[src/rtl/gen_cmd_pkg.sv]
// rtl/gen_cmd_pkg.sv - shared types and constants for the UART command controller
package gen_cmd_pkg;

  typedef enum logic [3:0] {
    IDLE,
    GET_CMD,
    GET_DATA,
    GET_CHK,
    EXEC,
    SEND_RESP,
    GAP,
    SEND_STAT,
    GAP2
  } state_t;

  localparam logic [7:0] CMD_WAVE          = 8'h01;
  localparam logic [7:0] CMD_FREQ          = 8'h02;
  localparam logic [7:0] CMD_STAT          = 8'h03;
  localparam logic [7:0] CMD_OUTEN         = 8'h04;
  localparam logic [7:0] ACK               = 8'h06;
  localparam logic [7:0] NAK               = 8'h15;
  localparam logic [7:0] SYNC_BYTE_DEFAULT = 8'hA5;

  function automatic logic [7:0] status_byte(input logic o, input logic [1:0] w,
                                             input logic [3:0] f);
    return {o, 1'b0, w, f};
  endfunction

endpackage

[src/rtl/uart_cmd_ctrl_if.sv]
// rtl/uart_cmd_ctrl_if.sv - UART RX byte stream and TX enable/busy handshake
interface uart_cmd_ctrl_if;
  logic       rx_valid;
  logic [7:0] rx_data;
  logic       tx_busy;
  logic       tx_en;
  logic [7:0] tx_data;

  modport slave (input rx_valid, rx_data, tx_busy, output tx_en, tx_data);
  modport master(output rx_valid, rx_data, tx_busy, input tx_en, tx_data);
endinterface

[src/rtl/cmd_timeout_timer.sv]
// rtl/cmd_timeout_timer.sv - inter-byte silence counter with clear/enable and expire flag
module cmd_timeout_timer #(
  parameter int TIMEOUT_CYCLES = 250000
) (
  input  logic clk,
  input  logic rst_n,
  input  logic clr,
  input  logic en,
  output logic expire
);
  localparam int W = (TIMEOUT_CYCLES > 2) ? $clog2(TIMEOUT_CYCLES) : 1;
  localparam logic [W-1:0] LAST = W'(TIMEOUT_CYCLES - 1);

  logic [W-1:0] count;

  // Clear dominates so a byte arriving on the expiry cycle restarts the count.
  always_ff @(posedge clk or negedge rst_n) begin
    if (!rst_n)                    count <= '0;
    else if (clr)                  count <= '0;
    else if (en && count != LAST)  count <= count + W'(1);
  end

  assign expire = en && (count == LAST);
endmodule

[src/rtl/uart_cmd_ctrl.sv]
// rtl/uart_cmd_ctrl.sv - parses 4-byte UART command frames into generator config and replies ACK/NAK/status
module uart_cmd_ctrl
  import gen_cmd_pkg::*;
#(
  parameter int         TIMEOUT_CYCLES = 250000,
  parameter logic [7:0] SYNC_BYTE      = SYNC_BYTE_DEFAULT
) (
  input  logic               clk,
  input  logic               rst_n,
  uart_cmd_ctrl_if.slave     uart,
  output logic [1:0]         wave_sel,
  output logic [3:0]         freq_sel,
  output logic               out_en,
  output logic               cfg_update,
  output logic               frame_err
);

  state_t     state_q, state_d;
  logic [7:0] cmd_q, cmd_d, data_q, data_d, chk_q, chk_d, resp_q, resp_d;
  logic       stat_req_q, stat_req_d;
  logic       tx_en_q, tx_en_d;
  logic [7:0] tx_data_q, tx_data_d;
  logic [1:0] wave_d;
  logic [3:0] freq_d;
  logic       outen_d, cfg_d, err_d;
  logic       expire, in_frame, frame_ok, cmd_ok;

  assign in_frame = (state_q == GET_CMD) || (state_q == GET_DATA) || (state_q == GET_CHK);

  cmd_timeout_timer #(.TIMEOUT_CYCLES(TIMEOUT_CYCLES)) u_timer (
    .clk    (clk),
    .rst_n  (rst_n),
    .clr    (uart.rx_valid || state_q == IDLE),
    .en     (in_frame),
    .expire (expire)
  );

  assign frame_ok = (chk_q == (cmd_q ^ data_q));

  always_comb begin
    cmd_ok = 1'b0;
    case (cmd_q)
      CMD_WAVE:  cmd_ok = (data_q <= 8'd3);
      CMD_FREQ:  cmd_ok = (data_q <= 8'd15);
      CMD_STAT:  cmd_ok = 1'b1;
      CMD_OUTEN: cmd_ok = (data_q <= 8'd1);
      default:   cmd_ok = 1'b0;
    endcase
  end

  always_comb begin
    state_d    = state_q;
    cmd_d      = cmd_q;
    data_d     = data_q;
    chk_d      = chk_q;
    resp_d     = resp_q;
    stat_req_d = stat_req_q;
    tx_en_d    = 1'b0;
    tx_data_d  = tx_data_q;
    wave_d     = wave_sel;
    freq_d     = freq_sel;
    outen_d    = out_en;
    cfg_d      = 1'b0;
    err_d      = 1'b0;
    case (state_q)
      IDLE: if (uart.rx_valid && uart.rx_data == SYNC_BYTE) state_d = GET_CMD;
      GET_CMD: begin
        if (uart.rx_valid) begin
          cmd_d   = uart.rx_data;
          state_d = GET_DATA;
        end else if (expire) begin
          state_d = IDLE;
          err_d   = 1'b1;
        end
      end
      GET_DATA: begin
        if (uart.rx_valid) begin
          data_d  = uart.rx_data;
          state_d = GET_CHK;
        end else if (expire) begin
          state_d = IDLE;
          err_d   = 1'b1;
        end
      end
      GET_CHK: begin
        if (uart.rx_valid) begin
          chk_d   = uart.rx_data;
          state_d = EXEC;
        end else if (expire) begin
          state_d = IDLE;
          err_d   = 1'b1;
        end
      end
      EXEC: begin
        stat_req_d = 1'b0;
        state_d    = SEND_RESP;
        if (frame_ok && cmd_ok) begin
          resp_d = ACK;
          case (cmd_q)
            CMD_WAVE:  begin wave_d  = data_q[1:0]; cfg_d = 1'b1; end
            CMD_FREQ:  begin freq_d  = data_q[3:0]; cfg_d = 1'b1; end
            CMD_OUTEN: begin outen_d = data_q[0];   cfg_d = 1'b1; end
            default:   stat_req_d = 1'b1;
          endcase
        end else begin
          resp_d = NAK;
          err_d  = 1'b1;
        end
      end
      SEND_RESP: begin
        if (!uart.tx_busy) begin
          tx_en_d   = 1'b1;
          tx_data_d = resp_q;
          state_d   = GAP;
        end
      end
      // One idle cycle lets the transmitter raise busy before we look at it again.
      GAP: state_d = stat_req_q ? SEND_STAT : IDLE;
      SEND_STAT: begin
        if (!uart.tx_busy) begin
          tx_en_d   = 1'b1;
          tx_data_d = status_byte(out_en, wave_sel, freq_sel);
          state_d   = GAP2;
        end
      end
      GAP2:    state_d = IDLE;
      default: state_d = IDLE;
    endcase
  end

  always_ff @(posedge clk or negedge rst_n) begin
    if (!rst_n) begin
      state_q    <= IDLE;
      cmd_q      <= 8'h00;
      data_q     <= 8'h00;
      chk_q      <= 8'h00;
      resp_q     <= 8'h00;
      stat_req_q <= 1'b0;
      tx_en_q    <= 1'b0;
      tx_data_q  <= 8'h00;
      wave_sel   <= 2'd0;
      freq_sel   <= 4'd0;
      out_en     <= 1'b1;
      cfg_update <= 1'b0;
      frame_err  <= 1'b0;
    end else begin
      state_q    <= state_d;
      cmd_q      <= cmd_d;
      data_q     <= data_d;
      chk_q      <= chk_d;
      resp_q     <= resp_d;
      stat_req_q <= stat_req_d;
      tx_en_q    <= tx_en_d;
      tx_data_q  <= tx_data_d;
      wave_sel   <= wave_d;
      freq_sel   <= freq_d;
      out_en     <= outen_d;
      cfg_update <= cfg_d;
      frame_err  <= err_d;
    end
  end

  assign uart.tx_en   = tx_en_q;
  assign uart.tx_data = tx_data_q;

endmodule

[src/flat_wrapper.sv]
// flat-port wrapper written by rule: the top's interface ports become plain ports
module uart_cmd_ctrl_flat import gen_cmd_pkg::*;
#(
  parameter int         TIMEOUT_CYCLES = 250000,
  parameter logic [7:0] SYNC_BYTE      = SYNC_BYTE_DEFAULT
)
  (clk, rst_n, wave_sel, freq_sel, out_en, cfg_update, frame_err, uart_rx_valid, uart_rx_data, uart_tx_busy, uart_tx_en, uart_tx_data);
  uart_cmd_ctrl_if uart_i ();
  input  logic clk;
  input  logic rst_n;
  output logic [1:0] wave_sel;
  output logic [3:0] freq_sel;
  output logic out_en;
  output logic cfg_update;
  output logic frame_err;
  input wire logic [$bits(uart_i.rx_valid)-1:0] uart_rx_valid;
  input wire logic [$bits(uart_i.rx_data)-1:0] uart_rx_data;
  input wire logic [$bits(uart_i.tx_busy)-1:0] uart_tx_busy;
  output wire logic [$bits(uart_i.tx_en)-1:0] uart_tx_en;
  output wire logic [$bits(uart_i.tx_data)-1:0] uart_tx_data;
  assign uart_i.rx_valid = uart_rx_valid;
  assign uart_i.rx_data = uart_rx_data;
  assign uart_i.tx_busy = uart_tx_busy;
  assign uart_tx_en = uart_i.tx_en;
  assign uart_tx_data = uart_i.tx_data;
  uart_cmd_ctrl #(.TIMEOUT_CYCLES(TIMEOUT_CYCLES), .SYNC_BYTE(SYNC_BYTE)) u_core (.clk(clk), .rst_n(rst_n), .uart(uart_i), .wave_sel(wave_sel), .freq_sel(freq_sel), .out_en(out_en), .cfg_update(cfg_update), .frame_err(frame_err));
endmodule
[config.mk]
export PLATFORM = sky130hd
export DESIGN_NAME = uart_cmd_ctrl_flat
export DESIGN_NICKNAME = d
export VERILOG_FILES = /design/src/rtl/gen_cmd_pkg.sv /design/src/rtl/uart_cmd_ctrl_if.sv /design/src/rtl/cmd_timeout_timer.sv /design/src/rtl/uart_cmd_ctrl.sv /design/src/flat_wrapper.sv
export SDC_FILE = /design/constraint.sdc
export NUM_CORES = 1
export LEC_CHECK = 0
export BUFFER_PORTS_ARGS = -buffer_cell sky130_fd_sc_hd__buf_2
export CAP_MARGIN = 30
export CELL_PAD_IN_SITES_DETAIL_PLACEMENT = 1
export CELL_PAD_IN_SITES_GLOBAL_PLACEMENT = 1
export CORE_ASPECT_RATIO = 1.25
export CORE_MARGIN = 3
export CORE_UTILIZATION = 47
export DETAILED_ROUTE_END_ITERATION = 7
export PLACE_DENSITY_LB_ADDON = 0.1
export SKIP_LAST_GASP = 1
export SYNTH_ARGS = -nofsm -noshare
export SYNTH_HDL_FRONTEND = slang
export SYNTH_SLANG_ARGS = --single-unit
[constraint.sdc]
create_clock -name clk -period 2.5 [get_ports clk]
set_input_delay 0.5 -clock clk [delete_from_list [all_inputs] [get_ports clk]]
set_output_delay 0.5 -clock clk [all_outputs]
set_load 0.005 [all_outputs]
==> results.md <==
* Post-synthesis area per instance at 11.6 µm²
* Synth area leader: dfrtp_1
* Overflow after GRT at 0
* Syn_nets at 296
* Final setup violation count at 0
* Number of synthesized flops with an enable pin at 0
* Area Growth Syn to Fin at 13.1%
* Relative max-transition margin at 58.6%
* Routability Congestion at 0.776
* Worst Skew at 0.00898 ns
* Static Leak at 1.71 nW
* Initial DRC count at 56
* Power Dens Cells at 1030 nW/µm²
* Commonest cells after routing, fill and taps aside: 66 x dfrtp_1, 28 x buf_2, 26 x nor2_1
* Unique masters post-synth at 51
* Final instance area at 3710 µm²
* Most common cell after layout, fill and taps aside: dfrtp_1
* Post-CTS Setup Bufs at 0
* Top post-synthesis cells by area: dfrtp_1 50%, mux2_2 8.3%, xnor3_1 5.5%
* Final worst path period share at 93.1%
* Tmin final at 2.33 ns
* Worst-path cell chain: nor4b_1 -> o211ai_1 -> a2111oi_4 -> nand4b_4 -> mux2_4
* Crit path kind: register to register
* Crit path max fanout at 9
* Via Count at 2,257
* Worst skew pair latency at 0.34 ns
* Fmax achieved at 429 MHz
* Synth async-reset ratio at 100%
* Top_reg_cell synth: dfrtp_1
* Largest net degree at the start of global routing at 68
* Arrival time worst endpoint at 2.55 ns
* Post-DP HPWL at 5340 µm
* DP Worst Slack at 0.142 ns
* Antenna Cells at 0
* Die area at 8010 µm²
* Routed WL at 7410 µm
* Final worst slack at 0.172 ns
* First-pass detailed-route iteration total at 4
* Top cell type's share of synthesized area at 50.4%
* Nets at 328
* Post-Syn Area at 3280 µm²
* DIE HEIGHT at 99.3 µm
* Worst path max stage delay at 0.60 ns
* First-pass GRT wire length at 12,700 µm
* Root Driver: clkbuf_8
* Worst Tran Pin Value at 0.621 ns
* WL per Instance at 18.2 µm
* Final Instance Count excl. Fillers at 407
* Area after DPL at 3510 µm²
* Cts-stage hold buffer count at 0
* TritonCTS Buffers at 9
* RSZ-0062 raised after global routing: false
* Rows at 33
* Placed Cells at 391
* Synth warnings at 0
* Vias in the first global route at 2,501
* Startpoint types: register
* Status: completed
* Worst hold-check path type: input port to async pin
* Number of H-tree levels at 3
* Worst-case clock buffer depth at 2
* CTS Sinks at 67
* Core Footprint at 6650 µm²
* DRC at 0
* Die width at 80.7 µm
* Initial Util at 49.3%
* Final Slew Violations at 0
* Slowest CP cell: a2111oi_4
* Post-synthesis sequential area ratio at 51.2%
* Req. time, crit path at 2.73 ns
* Total Routing Usage GR at 20.8%
* CP endpoint kind: register
* IO Pins at 30
* Setup tns final at 0 ns
* Seq cells post-synth at 67
* Share of cells above drive strength 1 at 26.9%
* Vias per inst at 5.55
* Final hold vios at 0
* Antenna violations before repair at 0
* Fillcell total at 739
* Gates resized, CTS repair at 0
* Antenna Nets Post-Route at 0
* Hold WS at 0.161 ns
* Gate Count Post-Synth at 283
* MaxCap Viol Count at 0
* Clk pin slew, worst setup/hold paths at 0.08 ns
* VDD IR max at 0.540 mV
* Port Buffers at 28
* CTS tree: done
## power by group
group	internal (W)	leakage (nW)	switching (W)
registers	0.00135	0.867	0.000279
logic	0.000727	0.749	0.000576
clock network	0.000456	0.0950	0.000432
total	0.00254	1.71	0.00129
## worst max-delay path, delay by kind of cell (launching register included)
| kind | cells | cell delay (ns) |
|---|---|---|
| and+or+nand+nor | 2 | 0.60 |
| muxes | 1 | 0.33 |
| AOI/OAI and AO/OA | 2 | 0.80 |
| DFF | 1 | 0.49 |
## path summary, 6_finish.rpt
kind | from | slack (ns) | endpoint | cells after the start
hold / removal | rst_n | 0.16 | u_core.cfg_update | 2
min in group clk | uart_tx_busy | 0.43 | u_core.state_q[3] | 2
max in group asynchronous | rst_n | 1.99 | u_core.out_en | 2
setup reg to reg | u_core.cmd_q[0] | 0.17 | u_core.freq_sel[2] | 5
setup / recovery | u_core.cmd_q[0] | 0.17 | u_core.freq_sel[2] | 5
hold reg to reg | u_core.uart.tx_data[0] | 0.48 | u_core.uart.tx_data[0] | 2
## registers in the layout, summed over array words and instances, names as in the netlist
| register | count |
|---|---|
| u_core.frame_err | 1 |
| u_core.data_q | 8 |
| u_core.freq_sel | 4 |
| u_core.chk_q | 8 |
| u_core.resp_q | 3 |
| u_core.cfg_update | 1 |
| u_core.cmd_q | 8 |
| u_core.uart.tx_data | 7 |
| u_core.stat_req_q | 1 |
| u_core.uart.tx_en | 1 |
| u_core.state_q | 4 |
| u_core.u_timer.count | 18 |
| u_core.wave_sel | 2 |
| u_core.out_en | 1 |
## area by class of cell
| type | instances | area [µm²] | share of cell area (%) |
|---|---|---|---|
| repair buffers | 34 | 198 | 5.33 |
| well taps | 87 | 109 | 2.94 |
| flip-flops and latches | 67 | 1680 | 45.3 |
| clock inverters | 7 | 68.8 | 1.86 |
| clock buffers | 9 | 124 | 3.34 |
| multi-input cells | 198 | 1510 | 40.7 |
| inverters | 5 | 18.8 | 0.506 |
## cell usage after synthesis (5+ instances only)
| cell type | n |
|---|---|
| a21oi_1 | 8 |
| clkbuf_1 | 6 |
| dfrtp_1 | 66 |
| inv_1 | 5 |
| mux2_2 | 24 |
| nand2_1 | 22 |
| nand3_1 | 7 |
| nand4_1 | 7 |
| nor2_1 | 26 |
| nor3_1 | 6 |
| o21ai_0 | 12 |
| or3_1 | 5 |
| xnor2_1 | 7 |
| xnor3_1 | 8 |
| xor2_1 | 6 |
## per-layer routing
layer  global-route usage (%)  wire (µm)  up-vias
li1                         -          -     1073
met1                     25.1       3200     1134
met2                     36.2       3860       34
met3                     3.17        166       16
met4                     9.36        176        0
met5                        0          0        -
## cells by family after synthesis
logic type,synth area share (%)
fa+ha+maj,0.382
compound gates,8.21
xor+xnor,8.98
flops,51.2
buf+inv,2.67
mux,11.8
simple gates,16.7
other cells,0.114
## metrics by stage
| step | total power, W | util (%) |
|---|---|---|
| 4_1_cts | 0.00388 | 55.8 |
| 3_5_place_dp | 0.00297 | 52.9 |
| 3_3_place_gp | 0.00292 | 52.9 |
| 5_1_grt | 0.00407 | 55.8 |
| 6_report | 0.00382 | 55.8 |
| 2_1_floorplan | 0.00262 | - |
Note: power is estimated with default switching activity, not from simulation.
